[src/rtl/mfc_pkg.sv]
// Shared definitions for the multi-function clock mode controller.
//   state_e    : controller state encoding, also presented on the state output
//   BTN_*      : bit positions inside the 5-bit filtered button bus
//   DISP_*     : 4-digit display source select codes
package mfc_pkg;

  typedef enum logic [2:0] {
    ST_CLOCK  = 3'd0,
    ST_TSET   = 3'd1,
    ST_ASET   = 3'd2,
    ST_SWATCH = 3'd3,
    ST_RING   = 3'd4,
    ST_GAME   = 3'd5
  } state_e;

  localparam int unsigned STATE_W = 3;
  localparam int unsigned BTN_W   = 5;

  localparam int unsigned BTN_INC    = 0;
  localparam int unsigned BTN_DEC    = 1;
  localparam int unsigned BTN_LEFT   = 2;
  localparam int unsigned BTN_RIGHT  = 3;
  localparam int unsigned BTN_CENTER = 4;

  localparam logic [1:0] DISP_TIME  = 2'd0;
  localparam logic [1:0] DISP_ALARM = 2'd1;
  localparam logic [1:0] DISP_SWTCH = 2'd2;
  localparam logic [1:0] DISP_GAME  = 2'd3;

endpackage

[src/rtl/mode_controller_if.sv]
// Bundle between the mode controller and its neighbours (switch/button filters on the
// input side, functional blocks on the output side).
//   master : the mode controller (consumes requests, drives grants and routed buttons)
//   slave  : the surrounding system (drives requests, consumes grants)
interface mode_controller_if;
  import mfc_pkg::*;

  // Requests and events
  logic               tick_1s;
  logic               sw_clock_set;
  logic               sw_alarm_set;
  logic               sw_stopwatch;
  logic               sw_alarm_on;
  logic [BTN_W-1:0]   btn;
  logic               alarm_match;
  logic               minigame_done;

  // Grants and routed controls
  logic [STATE_W-1:0] state;
  logic               count_en;
  logic               tset_en;
  logic               aset_en;
  logic               sw_en;
  logic               game_en;
  logic               ringing;
  logic [3:0]         btn_tset;
  logic [3:0]         btn_aset;
  logic               sw_start_stop;
  logic [1:0]         disp_sel;
  logic               missed_alarm;

  modport master (
    input  tick_1s, sw_clock_set, sw_alarm_set, sw_stopwatch, sw_alarm_on, btn,
           alarm_match, minigame_done,
    output state, count_en, tset_en, aset_en, sw_en, game_en, ringing, btn_tset,
           btn_aset, sw_start_stop, disp_sel, missed_alarm
  );

  modport slave (
    output tick_1s, sw_clock_set, sw_alarm_set, sw_stopwatch, sw_alarm_on, btn,
           alarm_match, minigame_done,
    input  state, count_en, tset_en, aset_en, sw_en, game_en, ringing, btn_tset,
           btn_aset, sw_start_stop, disp_sel, missed_alarm
  );

endinterface

[src/rtl/ring_timer.sv]
// Counts tick_1s pulses while the alarm rings.
//   MCLK, RESET : clock, asynchronous active-high reset
//   clr         : zero the count (ring entry)
//   en          : counting allowed (ringing)
//   tick        : one-cycle second pulse
//   done        : high in the cycle whose tick brings the count to RING_TIMEOUT
module ring_timer #(
  parameter int unsigned RING_TIMEOUT = 30,
  parameter int unsigned TCW          = 6
) (
  input  logic MCLK,
  input  logic RESET,
  input  logic clr,
  input  logic en,
  input  logic tick,
  output logic done
);

  localparam logic [TCW-1:0] LastCnt = TCW'(RING_TIMEOUT - 1);

  logic [TCW-1:0] cnt_q;

  always_ff @(posedge MCLK or posedge RESET) begin
    if (RESET) begin
      cnt_q <= '0;
    end else if (clr) begin
      cnt_q <= '0;
    end else if (en && tick) begin
      cnt_q <= cnt_q + TCW'(1);
    end
  end

  // Flag on the reaching tick itself so the FSM can weigh it against a same-cycle center.
  assign done = en & tick & (cnt_q == LastCnt);

endmodule

[src/rtl/mode_controller.sv]
// Central mode scheduler: arbitrates display source, buttons and time-counter enable
// between time-set, alarm-set, stopwatch, alarm-ring and minigame.
//   MCLK  : system clock
//   RESET : asynchronous active-high reset
//   bus   : request inputs and grant/routing outputs (mode_controller_if.master)
module mode_controller
  import mfc_pkg::*;
#(
  parameter int unsigned RING_TIMEOUT = 30,
  parameter int unsigned TCW          = 6
) (
  input logic              MCLK,
  input logic              RESET,
  mode_controller_if.master bus
);

  state_e     state_q, state_d;
  logic       match_q, primed_q, match_rise;
  logic       missed_q, missed_d;
  logic [3:0] btn_tset_q, btn_aset_q;
  logic       sw_ss_q;
  logic       tmr_clr, tmr_done;
  logic       center;

  assign center = bus.btn[BTN_CENTER];

  // primed_q masks the first cycle after reset, so a match already high at release
  // is seen as a level, not as a fresh edge.
  assign match_rise = primed_q & bus.alarm_match & ~match_q;

  ring_timer #(
    .RING_TIMEOUT (RING_TIMEOUT),
    .TCW          (TCW)
  ) u_ring_timer (
    .MCLK  (MCLK),
    .RESET (RESET),
    .clr   (tmr_clr),
    .en    (state_q == ST_RING),
    .tick  (bus.tick_1s),
    .done  (tmr_done)
  );

  always_ff @(posedge MCLK or posedge RESET) begin
    if (RESET) begin
      state_q    <= ST_CLOCK;
      match_q    <= 1'b0;
      primed_q   <= 1'b0;
      missed_q   <= 1'b0;
      btn_tset_q <= '0;
      btn_aset_q <= '0;
      sw_ss_q    <= 1'b0;
    end else begin
      state_q    <= state_d;
      match_q    <= bus.alarm_match;
      primed_q   <= 1'b1;
      missed_q   <= missed_d;
      // Routing uses the state the pulse arrived in, not the one being entered.
      btn_tset_q <= (state_q == ST_TSET) ? bus.btn[BTN_RIGHT:BTN_INC] : 4'd0;
      btn_aset_q <= (state_q == ST_ASET) ? bus.btn[BTN_RIGHT:BTN_INC] : 4'd0;
      sw_ss_q    <= (state_q == ST_SWATCH) & center;
    end
  end

  always_comb begin
    state_d  = state_q;
    missed_d = missed_q;
    tmr_clr  = 1'b0;

    // Clear first so a set later in this block wins.
    if (state_q == ST_CLOCK && center) missed_d = 1'b0;

    unique case (state_q)
      ST_CLOCK, ST_TSET, ST_ASET, ST_SWATCH: begin
        if (bus.sw_clock_set)      state_d = ST_TSET;
        else if (bus.sw_alarm_set) state_d = ST_ASET;
        else if (bus.sw_stopwatch) state_d = ST_SWATCH;
        else                       state_d = ST_CLOCK;
        if (bus.sw_alarm_on && match_rise &&
            (state_q == ST_CLOCK || state_q == ST_SWATCH)) begin
          state_d = ST_RING;
          tmr_clr = 1'b1;
        end
      end
      ST_RING: begin
        if (center) begin
          state_d = ST_GAME;
        end else if (!bus.sw_alarm_on) begin
          state_d = ST_CLOCK;
        end else if (tmr_done) begin
          state_d  = ST_CLOCK;
          missed_d = 1'b1;
        end
      end
      ST_GAME: begin
        if (bus.minigame_done) state_d = ST_CLOCK;
      end
      default: state_d = ST_CLOCK;
    endcase
  end

  always_comb begin
    bus.disp_sel = DISP_TIME;
    unique case (state_q)
      ST_ASET:   bus.disp_sel = DISP_ALARM;
      ST_SWATCH: bus.disp_sel = DISP_SWTCH;
      ST_GAME:   bus.disp_sel = DISP_GAME;
      default:   bus.disp_sel = DISP_TIME;
    endcase
  end

  assign bus.state         = state_q;
  assign bus.count_en      = (state_q != ST_TSET);
  assign bus.tset_en       = (state_q == ST_TSET);
  assign bus.aset_en       = (state_q == ST_ASET);
  assign bus.sw_en         = (state_q == ST_SWATCH);
  assign bus.game_en       = (state_q == ST_GAME);
  assign bus.ringing       = (state_q == ST_RING);
  assign bus.btn_tset      = btn_tset_q;
  assign bus.btn_aset      = btn_aset_q;
  assign bus.sw_start_stop = sw_ss_q;
  assign bus.missed_alarm  = missed_q;

endmodule
[src/flat_wrapper.sv]
// flat-port wrapper written by rule: the top's interface ports become plain ports
module mode_controller_flat import mfc_pkg::*;
#(
  parameter int unsigned RING_TIMEOUT = 30,
  parameter int unsigned TCW          = 6
)
  (MCLK, RESET, bus_tick_1s, bus_sw_clock_set, bus_sw_alarm_set, bus_sw_stopwatch, bus_sw_alarm_on, bus_btn, bus_alarm_match, bus_minigame_done, bus_state, bus_count_en, bus_tset_en, bus_aset_en, bus_sw_en, bus_game_en, bus_ringing, bus_btn_tset, bus_btn_aset, bus_sw_start_stop, bus_disp_sel, bus_missed_alarm);
  mode_controller_if bus_i ();
  input logic MCLK;
  input logic RESET;
  input wire logic [$bits(bus_i.tick_1s)-1:0] bus_tick_1s;
  input wire logic [$bits(bus_i.sw_clock_set)-1:0] bus_sw_clock_set;
  input wire logic [$bits(bus_i.sw_alarm_set)-1:0] bus_sw_alarm_set;
  input wire logic [$bits(bus_i.sw_stopwatch)-1:0] bus_sw_stopwatch;
  input wire logic [$bits(bus_i.sw_alarm_on)-1:0] bus_sw_alarm_on;
  input wire logic [$bits(bus_i.btn)-1:0] bus_btn;
  input wire logic [$bits(bus_i.alarm_match)-1:0] bus_alarm_match;
  input wire logic [$bits(bus_i.minigame_done)-1:0] bus_minigame_done;
  output wire logic [$bits(bus_i.state)-1:0] bus_state;
  output wire logic [$bits(bus_i.count_en)-1:0] bus_count_en;
  output wire logic [$bits(bus_i.tset_en)-1:0] bus_tset_en;
  output wire logic [$bits(bus_i.aset_en)-1:0] bus_aset_en;
  output wire logic [$bits(bus_i.sw_en)-1:0] bus_sw_en;
  output wire logic [$bits(bus_i.game_en)-1:0] bus_game_en;
  output wire logic [$bits(bus_i.ringing)-1:0] bus_ringing;
  output wire logic [$bits(bus_i.btn_tset)-1:0] bus_btn_tset;
  output wire logic [$bits(bus_i.btn_aset)-1:0] bus_btn_aset;
  output wire logic [$bits(bus_i.sw_start_stop)-1:0] bus_sw_start_stop;
  output wire logic [$bits(bus_i.disp_sel)-1:0] bus_disp_sel;
  output wire logic [$bits(bus_i.missed_alarm)-1:0] bus_missed_alarm;
  assign bus_i.tick_1s = bus_tick_1s;
  assign bus_i.sw_clock_set = bus_sw_clock_set;
  assign bus_i.sw_alarm_set = bus_sw_alarm_set;
  assign bus_i.sw_stopwatch = bus_sw_stopwatch;
  assign bus_i.sw_alarm_on = bus_sw_alarm_on;
  assign bus_i.btn = bus_btn;
  assign bus_i.alarm_match = bus_alarm_match;
  assign bus_i.minigame_done = bus_minigame_done;
  assign bus_state = bus_i.state;
  assign bus_count_en = bus_i.count_en;
  assign bus_tset_en = bus_i.tset_en;
  assign bus_aset_en = bus_i.aset_en;
  assign bus_sw_en = bus_i.sw_en;
  assign bus_game_en = bus_i.game_en;
  assign bus_ringing = bus_i.ringing;
  assign bus_btn_tset = bus_i.btn_tset;
  assign bus_btn_aset = bus_i.btn_aset;
  assign bus_sw_start_stop = bus_i.sw_start_stop;
  assign bus_disp_sel = bus_i.disp_sel;
  assign bus_missed_alarm = bus_i.missed_alarm;
  mode_controller #(.RING_TIMEOUT(RING_TIMEOUT), .TCW(TCW)) u_core (.MCLK(MCLK), .RESET(RESET), .bus(bus_i));
endmodule
[config.mk]
export PLATFORM = sky130hd
export DESIGN_NAME = mode_controller_flat
export DESIGN_NICKNAME = d
export VERILOG_FILES = /design/src/rtl/mfc_pkg.sv /design/src/rtl/mode_controller_if.sv /design/src/rtl/ring_timer.sv /design/src/rtl/mode_controller.sv /design/src/flat_wrapper.sv
export SDC_FILE = /design/constraint.sdc
export NUM_CORES = 1
export LEC_CHECK = 0
export ABC_AREA = 1
export CAP_MARGIN = 30
export CELL_PAD_IN_SITES_DETAIL_PLACEMENT = 0
export CELL_PAD_IN_SITES_GLOBAL_PLACEMENT = 1
export CORE_ASPECT_RATIO = 1.1
export CORE_MARGIN = 8
export CORE_UTILIZATION = 31
export DETAILED_ROUTE_END_ITERATION = 7
export PLACE_DENSITY = 0.74
export SYNTH_ARGS = -nofsm -noshare
export SYNTH_HDL_FRONTEND = slang
export SYNTH_SLANG_ARGS = --single-unit
export TNS_END_PERCENT = 100
[constraint.sdc]
create_clock -name MCLK -period 1.56 [get_ports MCLK]
set_input_delay 0.312 -clock MCLK [delete_from_list [all_inputs] [get_ports MCLK]]
set_output_delay 0.312 -clock MCLK [all_outputs]
set_load 0.01 [all_outputs]
==> Yosys cells after proc, flatten, opt, wreduce, memory -nomap -nowiden <==
Cells that the tools add are included.
{ "totals": {"out_inout_bits": 21, "wordCells": 54, "regBits": 21, "in_bits": 14, "mem_count": 0, "ram_bits": 0, "latch_bits": 0, "rom_bits": 0} }
{ "op_classes": {"n_bitwise": 6, "n_mux": 21, "n_eq_ne": 9, "n_div": 0, "shifts": 0, "n_reduce_logical": 9, "n_lt_le_gt_ge": 0, "addsub": 1, "mul": 0} }
{ "ops": {"columns": ["operator", "count"], "rows": [
  ["$mux W3", 7],
  ["$mux W6", 2],
  ["$pmux W3 S3", 1],
  ["$mux W4", 2],
  ["$mux W1", 7],
  ["$add A6 B1 Y6 const B", 1],
  ["$eq A3 B2 Y1 const B", 2],
  ["$eq A3 B3 Y1 const B", 2],
  ["$eq A6 B5 Y1 const B", 1],
  ["$pmux W2 S3", 1],
  ["$and A1 B1 Y1", 5],
  ["$logic_and A1 B1 Y1", 4],
  ["$ne A4 B3 Y1 const B", 1],
  ["$reduce_or A4 Y1", 1],
  ["$eq A3 B1 Y1 const B", 1],
  ["$logic_not A3 Y1", 1],
  ["$ne A3 B1 Y1 const B", 1],
  ["$mux W2", 1],
  ["$ne A2 B2 Y1 const B", 1],
  ["$reduce_and A2 Y1", 1],
  ["$reduce_bool A2 Y1", 1],
  ["$logic_or A1 B1 Y1", 1],
  ["$not A1 Y1", 1]
]} }

==> Longest topological paths before layout <==
{ "depth": {"word_depth": 7, "depth_mapped": 8, "mapped_depth_nobuf": 8} }

==> By module <==
Synthesis repeated with hierarchy kept, for this count alone.
{ "unflattened": {"hier_cells": 122, "area_unflattened_um2": 1004.7} }
{ "modules_own_cells": {"columns": ["module", "area_each_um2", "seq_area_each_um2", "cells_each", "n_inst"], "rows": [
  ["mode_controller", 639.4, 375.4, 78, 1],
  ["ring_timer", 365.4, 150.1, 44, 1]
]} }

==> Worst setup path before layout <==
OpenSTA, ideal clock, no wires.
{ "synth_timing": {"path_kind": "register -> output", "start": "register u_core.state_q[2], in the netlist u_core.bus.state[2]", "end": "output port bus_disp_sel[0]", "n_path_buf": 0, "required_time_ps": 1248, "path_slack_ps": 135, "path_stages_with_launch": 4, "arrival_ps": 1113, "cell_sequence": "dfrtp_1 > nor3_1 > inv_1 > nand2_1"} }
{ "synth_via": {"elab_chain_cells": 2, "elab_cells_between_ends": 4, "cone_classes": "eq/ne (3); mux (1)"} }
{ "synth_lines": {"columns": ["item", "line_no", "source"], "rows": [
  ["start: declaration", "mode_controller.sv:17", "state_e state_q, state_d;"],
  ["start signal: assignment", "mode_controller.sv:53", "state_q <= state_d;"],
  ["$eq A3 B2 Y1", null, null],
  ["named net bus_aset_en", "flat_wrapper.sv:22", "output wire logic [$bits(bus_i.aset_en)-1:0] bus_aset_en;"],
  ["$pmux W2 S3", "mode_controller.sv:103", "unique case (state_q)"],
  ["end: declaration", "flat_wrapper.sv:29", "output wire logic [$bits(bus_i.disp_sel)-1:0] bus_disp_sel;"]
]} }
The timed path passes the listed nets, and every way through them passes these cells.

==> Worst setup path in the final report <==
{ "layout_timing": {"start": "register u_core.state_q[0], in the netlist u_core.bus.state[0]", "end": "output port bus_disp_sel[1]"} }
{ "layout_via": {"elab_chain_cells": 2, "elab_cells_between_ends": 4, "cone_classes": "eq/ne (3); mux (1)"} }
{ "layout_lines": {"columns": ["item", "line_no"], "rows": [
  ["$eq A3 B3 Y1 or $eq A3 B2 Y1 (tied branches)", "mode_controller.sv:103"],
  ["$pmux W2 S3 (*)", "mode_controller.sv:103"]
]} }
Mark *: on every way between the ends. The rest lies on a longest branch, timed or not.

==> run summary <==
wire per inst = 11.73 µm
Leak = 0.8504 nW
Initial Utilization = 32.68%
GPL Wtd Cong = 0.8190
# nets final = 192
largest net degree at the start of global routing = 22
mapped cell area = 996.0 µm²
port bufs = 34
most frequent CP cell = inv_2
CP max-delay cell = dfrtp_1
peak ir drop on the vdd network = 0.4893 mV
fmax = 630.1 MHz
Post-DP HPWL = 1945 µm
first-pass GRT wire length = 4098 µm
Post-DRT Antenna Nets = 0
#FFs+latches synth = 21
utilization after layout = 51.64%
I/O Pins = 35
wirelength, routed = 2451 µm
clk root buf = clkbuf_4
endpoints failing hold = 0
Worst EP required = 1250 ps
ANT cells = 0
WP buf/inv = 3
PwrDens = 758.6 nW/µm²
most used flip-flop cell after synthesis = dfrtp_1
failing checks = setup timing
Hold Crit Class = in -> async
GRT Util Overall = 9.689%
Stages on worst setup path = 5
synth unique cells = 20
maximum clock insertion buffer count = 2
1st-iter DRT viols = 16
Syn-to-layout area delta = 58.04%
EDFF count, synth = 0
clock skew = 1.659 ps
die width = 70.05 µm
fin worst setup slack = -27.10 ps
Power, Total = 1.194 mW
Final Instance Area = 1574 µm²
largest area contributor in the netlist = dfrtp_1
cell count after synthesis = 119
syn avg cell area = 8.369 µm²
crit-path cells = inv_2, nor3_4, inv_2, nand2_1, buf_2
Via-to-Cell Ratio = 4.392
row count = 21
Async S/R FF share, synth = 100.0%
DRC = 0
delay of the slowest critical-path stage = 420 ps
clk_lat worst skew = 300 ps
Post-DP Area = 1435 µm²
Yosys top cell area share = 52.76%
Top Family by Delay on Critical Path = flip-flops
syn_nets = 135
initial antenna violation count = 0
CTS clk-pin slew, worst paths = 110 ps
clk sink count = 21
setup violators final = 2
max_cap viols = 0
outcome = finished, violations left
full die area = 5285 µm²
Synth area leaders = dfrtp_1 53%, inv_1 7.9%, nand2_1 7.9%, nand3_1 7.0%, nor2_1 6.0%
grt ovf = 0
Worst Path Arrival = 1280 ps
fin. max-slew vios = 0
vias in the first global route = 927
H-Tree Level Count = 1
CTS tree = done
crit path max fanout = 4
Post-synth top cells = 21 x dfrtp_1, 21 x inv_1, 21 x nand2_1
Tmin final = 1587 ps
CP endpoint kind = primary output
final period utilization = 101.7%
drt pass-1 iters = 3
R2R depth = 9
Fill cells = 284
CORE AREA = 3048 µm²
CP Class = reg -> out
sequential share of the synthesized area = 52.76%
Syn. warnings = 0
Setup crit start kind = flip-flop
layout cell share with drive strength beyond 1 = 26.86%
Num CTS Buffers = 3
vias = 918
unrepaired setup endpoints after global routing = true
Chip Height = 75.45 µm
## cell type report
cell class / count / area, µm² / share of cell area [%]
timing repair buffer: 53 / 465.4 / 29.57
multi-input combinational: 74 / 422.9 / 26.87
clock buffer: 4 / 26.28 / 1.669
tap: 34 / 42.54 / 2.703
sequential: 21 / 528.0 / 33.55
inverter: 23 / 88.84 / 5.644
## cell usage in the layout, fill, tap and decap left out, types with 2 or more instances in the layout
cell type and count:
inv_2 4, inv_1 18, nor2_1 15, clkdlybuf4s50_1 22, nor3_1 2, dfrtp_2 2, nand2_2 3, o21ai_0 3
buf_6 4, nand2_1 20, ha_1 2, dlygate4sd2_1 2, nor3_4 2, nor2_4 2, xor2_1 2, xnor2_1 2
dfrtp_1 19, clkbuf_4 3, buf_4 18, buf_2 4, nand3_1 13
## kinds of logic (layout without fill, tap and decap cells)
kind of cell / count (synthesis) / after routing / synth area share [%]
XOR/XNOR: 4 / 4 / 3.518
buffers and inverters: 24 / 80 / 9.800
AO/OA/AOI/OAI: 4 / 4 / 2.009
flip-flops: 21 / 21 / 52.76
other: 1 / 1 / 0.3765
AND/OR/NAND/NOR: 63 / 63 / 29.02
adder cells (fa/ha/maj): 2 / 2 / 2.512
## power by group
group,internal (mW),total (mW),switching [mW]
combinational,0.168,0.307,0.139
clock,0.0996,0.257,0.158
sequential,0.584,0.630,0.0458
## final timing paths
| path | startpoint | slack (ps) | to |
|---|---|---|---|
| max in group asynchronous | RESET | 990 | u_core.bus.state[2]$_DFFE_PP0P_ |
| worst min register to register | u_core.bus.missed_alarm$_DFF_PP0_ | 520 | u_core.bus.missed_alarm$_DFF_PP0_ |
| worst max register to register | u_core.bus.state[2]$_DFFE_PP0P_ | 100 | u_core.u_ring_timer.cnt_q[3]$_DFFE_PP0P_ |
| worst min-delay path | RESET | 340 | u_core.bus.btn_tset[0]$_DFF_PP0_ |
| min in group MCLK | bus_alarm_match | 480 | u_core.match_q$_DFF_PP0_ |
| worst max-delay path | u_core.bus.state[0]$_DFFE_PP0P_ | -30 | bus_disp_sel[1] |
## metal layers
| metal | wire [µm] | vias up | GRT usage [%] |
|---|---|---|---|
| met5 | 0 | - | 0 |
| met4 | 38 | 0 | 5.134 |
| li1 | - | 474 | - |
| met3 | 142 | 4 | 3.125 |
| met2 | 1245 | 19 | 17.06 |
| met1 | 1026 | 421 | 10.31 |
## worst reg2reg max path, delay by kind of cell (launching register included)
kind / cells / cell delay [ps]
buffers and inverters: 4 / 510
flip-flops: 1 / 470
AND/OR/NAND/NOR: 5 / 380
## state kept, by name, summed over array words and instances, names as in the netlist
register and count:
u_core.u_ring_timer.cnt_q 6, u_core.bus.btn_aset 4, u_core.bus.btn_tset 4, u_core.bus.state 3
u_core.bus.missed_alarm 1, u_core.bus.sw_start_stop 1, u_core.match_q 1, u_core.primed_q 1
## what timing repair did
| action | CTS | global route |
|---|---|---|
| pin swaps | 1 | 3 |
| setup endpoints to repair | 11 | 11 |
| gates cloned | 0 | 0 |
| hold buffers | 0 | 0 |
| setup buffers | 5 | 5 |
| resized for setup | 35 | 22 |
## through the flow
stage | instances | TNS, ps | setup slack (ps) | hold slack [ps]
2_1_floorplan | 119 | 0 | 134.7 | 288.5
3_3_place_gp | 195 | -244.7 | -62.36 | 514.6
3_5_place_dp | 195 | -413.7 | -125.6 | 519.9
4_1_cts | 204 | -272.5 | -127.9 | 344.3
5_1_grt | 209 | -328.9 | -98.99 | 380.5
6_report | 209 | -32.56 | -27.10 | 340.0
(Power assumes the default switching activity.)
